--- config.mk ---
export PLATFORM = sky130hd
export DESIGN_NAME = ad7606_ctrl
export DESIGN_NICKNAME = d
export VERILOG_FILES = /design/src/rtl/ad7606_pkg.sv /design/src/rtl/ad7606_sync.sv /design/src/rtl/ad7606_ctrl.sv
export SDC_FILE = /design/constraint.sdc
export NUM_CORES = 1
export LEC_CHECK = 0
export CAP_MARGIN = 20
export CORE_AREA = 2 2 75 77
export CTS_BUF_LIST = sky130_fd_sc_hd__clkbuf_16
export CTS_CLUSTER_SIZE = 28
export DETAILED_ROUTE_END_ITERATION = 10
export DIE_AREA = 0 0 77 79
export GPL_ROUTABILITY_DRIVEN = 0
export GPL_TIMING_DRIVEN = 0
export PLACE_DENSITY_LB_ADDON = 0.25
export SYNTH_ARGS = -nofsm -noshare
export SYNTH_HDL_FRONTEND = slang
export SYNTH_SLANG_ARGS = --single-unit
export TNS_END_PERCENT = 50
--- constraint.sdc ---
create_clock -name clk_i -period 6.7 [get_ports clk_i]
set_input_delay 2.01 -clock clk_i [delete_from_list [all_inputs] [get_ports clk_i]]
set_output_delay 2.01 -clock clk_i [all_outputs]
set_load 0.1 [all_outputs]
--- src/rtl/ad7606_pkg.sv ---
// ad7606_pkg
//   Shared definitions for the AD7606 parallel-interface controller:
//   controller state encoding, default timing parameters and a small
//   helper used to size the shared cycle counter.
package ad7606_pkg;

    typedef enum logic [3:0] {
        ST_INIT_RST = 4'd0,
        ST_IDLE     = 4'd1,
        ST_CONVST   = 4'd2,
        ST_WAIT_BH  = 4'd3,
        ST_WAIT_BL  = 4'd4,
        ST_CS_SETUP = 4'd5,
        ST_RD_LOW   = 4'd6,
        ST_RD_HIGH  = 4'd7,
        ST_DONE     = 4'd8
    } ad_state_e;

    localparam int NUM_CH_DEF         = 8;
    localparam int RESET_CYC_DEF      = 5;
    localparam int CONVST_LOW_CYC_DEF = 5;
    localparam int RD_LOW_CYC_DEF     = 3;
    localparam int RD_HIGH_CYC_DEF    = 2;
    localparam int TIMEOUT_CYC_DEF    = 1024;

    function automatic int max_of(input int a, input int b);
        return (a > b) ? a : b;
    endfunction

endpackage

--- src/rtl/ad7606_sync.sv ---
// ad7606_sync
//   Two-flop synchronizer for the asynchronous ADC BUSY line.
//   Ports:
//     clk_i     in  system clock
//     reset_n_i in  async active-low reset (flops clear to 0)
//     async_i   in  asynchronous input
//     sync_o    out synchronized output (2 clocks latency)
module ad7606_sync (
    input  logic clk_i,
    input  logic reset_n_i,
    input  logic async_i,
    output logic sync_o
);

    logic meta_q;
    logic sync_q;

    always_ff @(posedge clk_i or negedge reset_n_i) begin
        if (!reset_n_i) begin
            meta_q <= 1'b0;
            sync_q <= 1'b0;
        end else begin
            meta_q <= async_i;
            sync_q <= meta_q;
        end
    end

    assign sync_o = sync_q;

endmodule

--- src/rtl/ad7606_ctrl.sv ---
// ad7606_ctrl
//   Initiator for the AD7606 8-channel simultaneous-sampling ADC on its
//   16-bit parallel bus. Issues the power-up RESET pulse, starts a
//   conversion with CONVST, waits out BUSY (with timeout), then reads the
//   NUM_CH words through CS/RD and emits them as channel-tagged samples.
//   Ports:
//     clk_i, reset_n_i          clock, async active-low reset
//     start_i                   conversion request (acted on in IDLE only)
//     os_cfg_i                  oversampling ratio, copied to ad_os_o in IDLE
//     ad_reset_o, ad_convst_o   ADC RESET / CONVST
//     ad_busy_i                 ADC BUSY (asynchronous)
//     ad_cs_n_o, ad_rd_n_o      ADC chip select / read strobe
//     ad_db_i, ad_frstdata_i    ADC data bus and first-channel flag
//     ad_os_o                   ADC OS[2:0]
//     sample_o, sample_ch_o     captured word and its channel
//     sample_valid_o            1-cycle strobe per captured word
//     frame_done_o              1-cycle strobe after the last word
//     busy_o                    high whenever the controller is not IDLE
//     err_o                     sticky timeout / FRSTDATA error flag
//   Every output is a flop; output next-values are derived from the
//   next state so the ADC pins change on the same edge as the state.
module ad7606_ctrl
    import ad7606_pkg::*;
#(
    parameter int NUM_CH         = NUM_CH_DEF,
    parameter int RESET_CYC      = RESET_CYC_DEF,
    parameter int CONVST_LOW_CYC = CONVST_LOW_CYC_DEF,
    parameter int RD_LOW_CYC     = RD_LOW_CYC_DEF,
    parameter int RD_HIGH_CYC    = RD_HIGH_CYC_DEF,
    parameter int TIMEOUT_CYC    = TIMEOUT_CYC_DEF
) (
    input  logic        clk_i,
    input  logic        reset_n_i,
    input  logic        start_i,
    input  logic [2:0]  os_cfg_i,
    output logic        ad_reset_o,
    output logic        ad_convst_o,
    input  logic        ad_busy_i,
    output logic        ad_cs_n_o,
    output logic        ad_rd_n_o,
    input  logic [15:0] ad_db_i,
    input  logic        ad_frstdata_i,
    output logic [2:0]  ad_os_o,
    output logic [15:0] sample_o,
    output logic [2:0]  sample_ch_o,
    output logic        sample_valid_o,
    output logic        frame_done_o,
    output logic        busy_o,
    output logic        err_o
);

    localparam int CNT_MAX = max_of(max_of(max_of(RESET_CYC, CONVST_LOW_CYC),
                                           max_of(RD_LOW_CYC, RD_HIGH_CYC)),
                                    TIMEOUT_CYC);
    localparam int CNT_W   = $clog2(CNT_MAX + 1);

    localparam logic [CNT_W-1:0] RESET_LAST   = CNT_W'(RESET_CYC - 1);
    localparam logic [CNT_W-1:0] CONVST_LAST  = CNT_W'(CONVST_LOW_CYC - 1);
    localparam logic [CNT_W-1:0] RD_LOW_LAST  = CNT_W'(RD_LOW_CYC - 1);
    localparam logic [CNT_W-1:0] RD_HIGH_LAST = CNT_W'(RD_HIGH_CYC - 1);
    localparam logic [CNT_W-1:0] TIMEOUT_LAST = CNT_W'(TIMEOUT_CYC - 1);
    localparam logic [2:0]       CH_LAST      = 3'(NUM_CH - 1);

    ad_state_e        state_q, state_d;
    logic [CNT_W-1:0] cnt_q, cnt_d;
    logic [2:0]       ch_q, ch_d;

    logic        ad_reset_q, ad_reset_d;
    logic        ad_convst_q, ad_convst_d;
    logic        ad_cs_n_q, ad_cs_n_d;
    logic        ad_rd_n_q, ad_rd_n_d;
    logic [2:0]  ad_os_q, ad_os_d;
    logic [15:0] sample_q, sample_d;
    logic [2:0]  sample_ch_q, sample_ch_d;
    logic        sample_valid_q, sample_valid_d;
    logic        frame_done_q, frame_done_d;
    logic        busy_q, busy_d;
    logic        err_q, err_d;

    logic busy_sync;
    logic timeout;
    logic capture;
    logic frst_bad;

    ad7606_sync u_busy_sync (
        .clk_i     (clk_i),
        .reset_n_i (reset_n_i),
        .async_i   (ad_busy_i),
        .sync_o    (busy_sync)
    );

    // Timeout fires on the last allowed cycle of a BUSY wait that has not
    // yet seen the edge it is waiting for.
    assign timeout = (cnt_q == TIMEOUT_LAST) &&
                     (((state_q == ST_WAIT_BH) && !busy_sync) ||
                      ((state_q == ST_WAIT_BL) &&  busy_sync));
    assign capture  = (state_q == ST_RD_LOW) && (cnt_q == RD_LOW_LAST);
    assign frst_bad = (ch_q == 3'd0) ? !ad_frstdata_i : ad_frstdata_i;

    // State register
    always_ff @(posedge clk_i or negedge reset_n_i) begin
        if (!reset_n_i) begin
            state_q        <= ST_INIT_RST;
            cnt_q          <= '0;
            ch_q           <= 3'd0;
            ad_reset_q     <= 1'b1;
            ad_convst_q    <= 1'b1;
            ad_cs_n_q      <= 1'b1;
            ad_rd_n_q      <= 1'b1;
            ad_os_q        <= 3'd0;
            sample_q       <= 16'd0;
            sample_ch_q    <= 3'd0;
            sample_valid_q <= 1'b0;
            frame_done_q   <= 1'b0;
            busy_q         <= 1'b1;
            err_q          <= 1'b0;
        end else begin
            state_q        <= state_d;
            cnt_q          <= cnt_d;
            ch_q           <= ch_d;
            ad_reset_q     <= ad_reset_d;
            ad_convst_q    <= ad_convst_d;
            ad_cs_n_q      <= ad_cs_n_d;
            ad_rd_n_q      <= ad_rd_n_d;
            ad_os_q        <= ad_os_d;
            sample_q       <= sample_d;
            sample_ch_q    <= sample_ch_d;
            sample_valid_q <= sample_valid_d;
            frame_done_q   <= frame_done_d;
            busy_q         <= busy_d;
            err_q          <= err_d;
        end
    end

    // Next-state logic; cnt is shared by every timed state and restarts
    // from zero on each transition.
    always_comb begin
        state_d = state_q;
        cnt_d   = cnt_q + CNT_W'(1);
        ch_d    = ch_q;
        case (state_q)
            ST_INIT_RST: if (cnt_q == RESET_LAST) begin
                state_d = ST_IDLE;
                cnt_d   = '0;
            end
            ST_IDLE: begin
                cnt_d = '0;
                if (start_i) state_d = ST_CONVST;
            end
            ST_CONVST: if (cnt_q == CONVST_LAST) begin
                state_d = ST_WAIT_BH;
                cnt_d   = '0;
            end
            ST_WAIT_BH: if (busy_sync) begin
                state_d = ST_WAIT_BL;
                cnt_d   = '0;
            end else if (timeout) begin
                state_d = ST_INIT_RST;
                cnt_d   = '0;
            end
            ST_WAIT_BL: if (!busy_sync) begin
                state_d = ST_CS_SETUP;
                cnt_d   = '0;
            end else if (timeout) begin
                state_d = ST_INIT_RST;
                cnt_d   = '0;
            end
            ST_CS_SETUP: begin
                state_d = ST_RD_LOW;
                cnt_d   = '0;
                ch_d    = 3'd0;
            end
            ST_RD_LOW: if (capture) begin
                state_d = (ch_q == CH_LAST) ? ST_DONE : ST_RD_HIGH;
                cnt_d   = '0;
            end
            ST_RD_HIGH: if (cnt_q == RD_HIGH_LAST) begin
                state_d = ST_RD_LOW;
                cnt_d   = '0;
                ch_d    = ch_q + 3'd1;
            end
            ST_DONE: begin
                state_d = ST_IDLE;
                cnt_d   = '0;
            end
            default: begin
                state_d = ST_INIT_RST;
                cnt_d   = '0;
            end
        endcase
    end

    // Output logic (registered through the *_q flops above)
    always_comb begin
        ad_reset_d     = (state_d == ST_INIT_RST);
        ad_convst_d    = (state_d != ST_CONVST);
        ad_cs_n_d      = !((state_d == ST_CS_SETUP) || (state_d == ST_RD_LOW) ||
                           (state_d == ST_RD_HIGH));
        ad_rd_n_d      = (state_d != ST_RD_LOW);
        ad_os_d        = (state_q == ST_IDLE) ? os_cfg_i : ad_os_q;
        sample_d       = capture ? ad_db_i : sample_q;
        sample_ch_d    = capture ? ch_q : sample_ch_q;
        sample_valid_d = capture;
        // One clock after the last sample strobe.
        frame_done_d   = (state_q == ST_DONE);
        busy_d         = (state_d != ST_IDLE);
        err_d          = err_q;
        if ((state_q == ST_IDLE) && start_i) err_d = 1'b0;
        if (timeout)                         err_d = 1'b1;
        if (capture && frst_bad)             err_d = 1'b1;
    end

    assign ad_reset_o     = ad_reset_q;
    assign ad_convst_o    = ad_convst_q;
    assign ad_cs_n_o      = ad_cs_n_q;
    assign ad_rd_n_o      = ad_rd_n_q;
    assign ad_os_o        = ad_os_q;
    assign sample_o       = sample_q;
    assign sample_ch_o    = sample_ch_q;
    assign sample_valid_o = sample_valid_q;
    assign frame_done_o   = frame_done_q;
    assign busy_o         = busy_q;
    assign err_o          = err_q;

endmodule

-- After elaboration in Yosys (flattened, before gate mapping)
Cells that the tools add are included.
- bits in registers: 50
- logic and storage cells: 80
- output and inout port bits: 30
- multiplexer cells: 23
- add/subtract/negate cells: 2
- reduce and logical (&&, ||, !) cells: 19
- equal/unequal tests: 20
- operators by type and width (cell ; number):
    $mux W11 ; 6
    $pmux W11 S5 ; 1
    $mux W4 ; 9
    $pmux W4 S9 ; 1
    $eq A4 B3 Y1 const B ; 7
    $add A11 B1 Y11 const B ; 1
    $eq A11 B1 Y1 const B ; 1
    $eq A11 B10 Y1 const B ; 1
    $eq A11 B2 Y1 const B ; 1
    $eq A11 B3 Y1 const B ; 1
    $eq A4 B2 Y1 const B ; 2
    $logic_not A4 Y1 ; 2
    $logic_and A1 B1 Y1 ; 6
    $pmux W3 S2 ; 1
    $eq A4 B1 Y1 const B ; 1
    $eq A4 B4 Y1 const B ; 1
    $mux W1 ; 4
    $ne A4 B1 Y1 const B ; 1
    $ne A4 B2 Y1 const B ; 1
    $ne A4 B3 Y1 const B ; 1
    $add A3 B1 Y3 const B ; 1
    $eq A3 B3 Y1 const B ; 1
    $logic_not A1 Y1 ; 3
    $logic_not A3 Y1 ; 1
    other kinds (7) ; 9

-- Logic depth before layout (Yosys ltp)
Gate-level depths: netlist (run 1).
- depth in word-level cells: 11
- depth in mapped cells: 8
- mapped depth without buffers: 7

-- Cells and area by module
From an unflattened synthesis (run 1), not the netlist that was laid out.
- cell total of the unflattened synthesis: 196
- area, all modules: 2317.2 um^2
- modules (own cells, without submodules) (module ; area each (um^2) ; cells an instance ; times used ; sequential area each (um^2)):
    ad7606_ctrl ; 2267.2 ; 194 ; 1 ; 1207.4
    ad7606_sync ; 50.0 ; 2 ; 1 ; 50.0

-- Worst setup path after synthesis (run 1)
Ideal clock, no wire load.
- kind: input port to flip-flop
- start point: input start_i
- end point: register ad_convst_q (netlist: ad_convst_o)
- arrival: 3.089 ns
- library setup time: 0.094 ns
- path slack: 3.517 ns
- cell stages on the path: 5
- path through: nor4b_1 -> o31ai_1 -> o31ai_1 -> a221o_1 -> or4b_1
- cells in the longest elaborated chain, start to end: 3
- ends and longest elaborated chain (what ; line ; source):
    from (decl) ; ad7606_ctrl.sv:34 ; input logic start_i,
    $mux W4 ; ad7606_ctrl.sv:148 ; if (start_i) state_d = ST_CONVST;
    $pmux W4 S9 ; ad7606_ctrl.sv:141 ; case (state_q)
    net state_d[0] ; ad7606_ctrl.sv:64 ; ad_state_e state_q, state_d;
    $ne A4 B2 Y1 ; ad7606_ctrl.sv:196 ; ad_convst_d = (state_d != ST_CONVST);
    net ad_convst_d ; ad7606_ctrl.sv:69 ; logic ad_convst_q, ad_convst_d;
    to (signal assigned) ; ad7606_ctrl.sv:122 ; ad_convst_q <= ad_convst_d;
    to (decl) ; ad7606_ctrl.sv:69 ;
The timed path passes the listed nets, and every way through them passes these cells.
A chain may end at the register's enable or synchronous reset.

-- Final worst setup path (run 1)
- start point: register ad_convst_q (netlist: ad_convst_o)
- end point: output ad_convst_o
- RTL lines (what ; line ; source):
    to (decl) ; ad7606_ctrl.sv:37 ; output logic ad_convst_o,
No word-level cell between the ends.

==> results of run 1 <==
## metal layers
metal / vias up / part of all wire / track usage
li1: 913 / - / -
met2: 48 / 0.48 / 0.272
met3: 9 / 0.052 / 0.0477
met5: - / 0 / 0
met4: 0 / 0.017 / 0.0750
met1: 864 / 0.45 / 0.231
## layout make-up
type	count	area [sq um]
Sequential cell	50	1260
Multi-Input combinational cell	165	991
Buffer	11	48.8
Fill cell	482	2210
Timing Repair Buffer	54	546
Clock inverter	3	41.3
Inverter	8	30.0
Clock buffer	5	125
Tap cell	72	90.1
## state kept, by name, summed over array words and instances (netlist names), 3 cells and up
register	flops
state_q	4
ad_os_o	3
sample_o	16
sample_ch_o	3
cnt_q	11
ch_q	3
## worst reg2reg max path, stage by stage (launching register included)
cell     delay [ps]
dfrtp_1         420
ha_1            200
and3_1          150
buf_2           160
and4_1          250
a21oi_1          80
or3_1           290
buf_2           160
or4b_1          520
## stage by stage
stage / utilization / instances
after floorplan: - / 234
after global placement: 0.552 / 359
after detailed placement: 0.555 / 360
after CTS: 0.586 / 368
after global routing: 0.586 / 368
final: 0.586 / 368
## placed cells by master, fill, tap and decap left out, types with 2 or more instances in the layout
master and n:
a211oi_1 2, nor4b_1 4, nand4_1 3, o31ai_1 2, xnor2_1 4, o21ai_0 3, or4b_1 2, buf_2 7
nor2_1 13, nor2b_1 3, and3_1 2, xor2_1 5, a22oi_1 2, mux2_2 4, nand2_1 63, clkdlybuf4s50_1 52
nor4bb_1 2, dfstp_2 5, a21oi_1 6, clkbuf_16 5, nand3_1 6, dfrtp_1 45, clkbuf_1 4, o21ai_1 3
inv_1 8, nand3b_1 3, ha_1 7, nor3_1 4, or4_1 3, nor3b_1 2
## worst paths after layout
path                                    startpoint                 end  slack, ps  depth (start not counted)
worst max-delay path                   ad_convst_o         ad_convst_o       2760                          1
worst min-delay path            u_busy_sync.meta_q  u_busy_sync.sync_o        350                          0
worst max register to register            cnt_q[0]         ad_convst_o       4400                          8
worst min register to register  u_busy_sync.meta_q  u_busy_sync.sync_o        350                          0
max in group asynchronous                reset_n_i            cnt_q[9]       4480                          2
min in group asynchronous                reset_n_i        sample_o[11]       1690                          1
## logic make-up (layout without fill, tap and decap cells)
kind of cell	Yosys count	after routing	share of synthesized area
flops	50	50	0.540
simple gates	120	120	0.264
mux	4	4	0.0194
compound gates	25	25	0.0710
xor+xnor	9	9	0.0339
buf+inv	19	81	0.0339
fa+ha+maj	7	7	0.0376
==> reports/results.txt, run 1 <==
status: finished clean
crit share post-route: 0.588
first-pass GRT wire length: 8.56 mm
DRT iter0 DRCs: 132
worst path cell trace: clkdlybuf4s50_1
sequential element share of the synthesized area: 0.540
setup violators final: 0
CTS resizes: 0
ANT cells: 0
number of I/O pins: 54
register bit total from synthesis: 50
WL per Instance: 12.9 microns
Worst Max-Slew Pin Slew: 1010 ps
max_cap viols: 0
Setup TNS: 0 ps
crit path max fanout: 1
Critical-path top delay cell: clkdlybuf4s50_1
Area after DPL: 2960 sq um
CTS Buf Count: 5
finished layout cell area: 3130 sq um
# port buffers: 53
Hold Crit Class: flop to flop
initial core utilization: 0.436
# hold bufs at CTS: 0
count leader, synth: nand2_1
drt via density: 4.98
Avg Cell Area, Syn: 9.95 sq um
area grow syn2layout: 34.5%
Fin Hold WS: 354 ps
worst endpoint required time: 4690 ps
async set-reset flop share out of synthesis: 1.00
Cells after Synth: 234
top cell type by total area after synthesis: dfrtp_1
layout cells sized above 1: 0.105
top_reg_cell synth: dfrtp_1
Setup crit end kind: output port
syn_nets: 265
post-route minimum period: 3940 ps
Clock Latency Late Sink: 290 ps
Critical Path AT: 1930 ps
number of flops mapped to enable cells by yosys: 0
die area: 6080 sq um
Max Freq: 254 MHz
via count: 1834
most frequent cells after synthesis: 63 x nand2_1, 45 x dfrtp_1, 13 x nor2_1
final WL: 4.75 mm
kind of start point of the critical path: flop
final setup margin: 2760 ps
RSZ-0062 raised after global routing: false
antenna viol nets, final: 0
Clock Pin Slew Worst Setup and Hold Paths: 60 ps
nets: 326
largest net degree at the start of global routing: 29
CTS max path bufs: 2
initial antenna violation count: 0
Setup Fix Bufs, Post-CTS: 0
# rows: 27
top cells by area, synth: dfrtp_1 48%, nand2_1 10%, dfstp_2 5.6%
CP max stage delay: 1130 ps
Slew Limit Fails: 0
Core Box Area: 5340 sq um
vias in the first global route: 1810
WP buf/inv: 1
HPWL Detailed: 3.52 mm
die width: 77 microns
TritonRoute pass-1 iters: 4
Total Routing Usage GR: 0.175
Synth top area share: 0.484
CTS sink cnt: 50
Die Ht: 79 microns
critical path class: flop to output port
CTS tree: yes
cell area after synthesis: 2330 sq um
Worst path top cell family by delay: buffers and inverters
GRT Residual Overflow: 0
DRC Markers: 0
synth warn: 0
Worst slew margin: 0.323
skew final: 3.38 ps
clock root buffer: clkbuf_16
Place WS: 2880 ps
Hold Fails Final Rpt: 0
synth unique cells: 47
depth of the CTS H-tree: 2
Power of run 1 is left out: the tool's default activity adds up to more than one toggle a clock period on the data nets, which glitch-free logic cannot reach.
==> inputs of run 2 (changes only) <==
==> constraint.sdc (replaced) <==
create_clock -name clk_i -period 3.6 [get_ports clk_i]
set_input_delay 1.08 -clock clk_i [delete_from_list [all_inputs] [get_ports clk_i]]
set_output_delay 1.08 -clock clk_i [all_outputs]
set_load 0.1 [all_outputs]
==> results of run 2 <==
Same layout as run 1 (identical final DEF). Status: finished clean.
Among the figures that moved: setup slack after placement 2880 ps -> 712 ps; setup slack after layout 2760 ps -> 592 ps; register-to-register setup slack 4400 ps -> 1300 ps
Power of run 2 is left out for the same reason.
==> inputs of run 3 (changes only) <==
==> constraint.sdc (replaced) <==
create_clock -name clk_i -period 2.9 [get_ports clk_i]
set_input_delay 0.87 -clock clk_i [delete_from_list [all_inputs] [get_ports clk_i]]
set_output_delay 0.87 -clock clk_i [all_outputs]
set_load 0.1 [all_outputs]
==> results of run 3 <==
Same layout as run 1 (identical final DEF). Status: finished clean.
Among the figures that moved: setup slack after placement 2880 ps -> 222 ps; setup slack after layout 2760 ps -> 102 ps; register-to-register setup slack 4400 ps -> 600 ps
Power of run 3 is left out for the same reason.
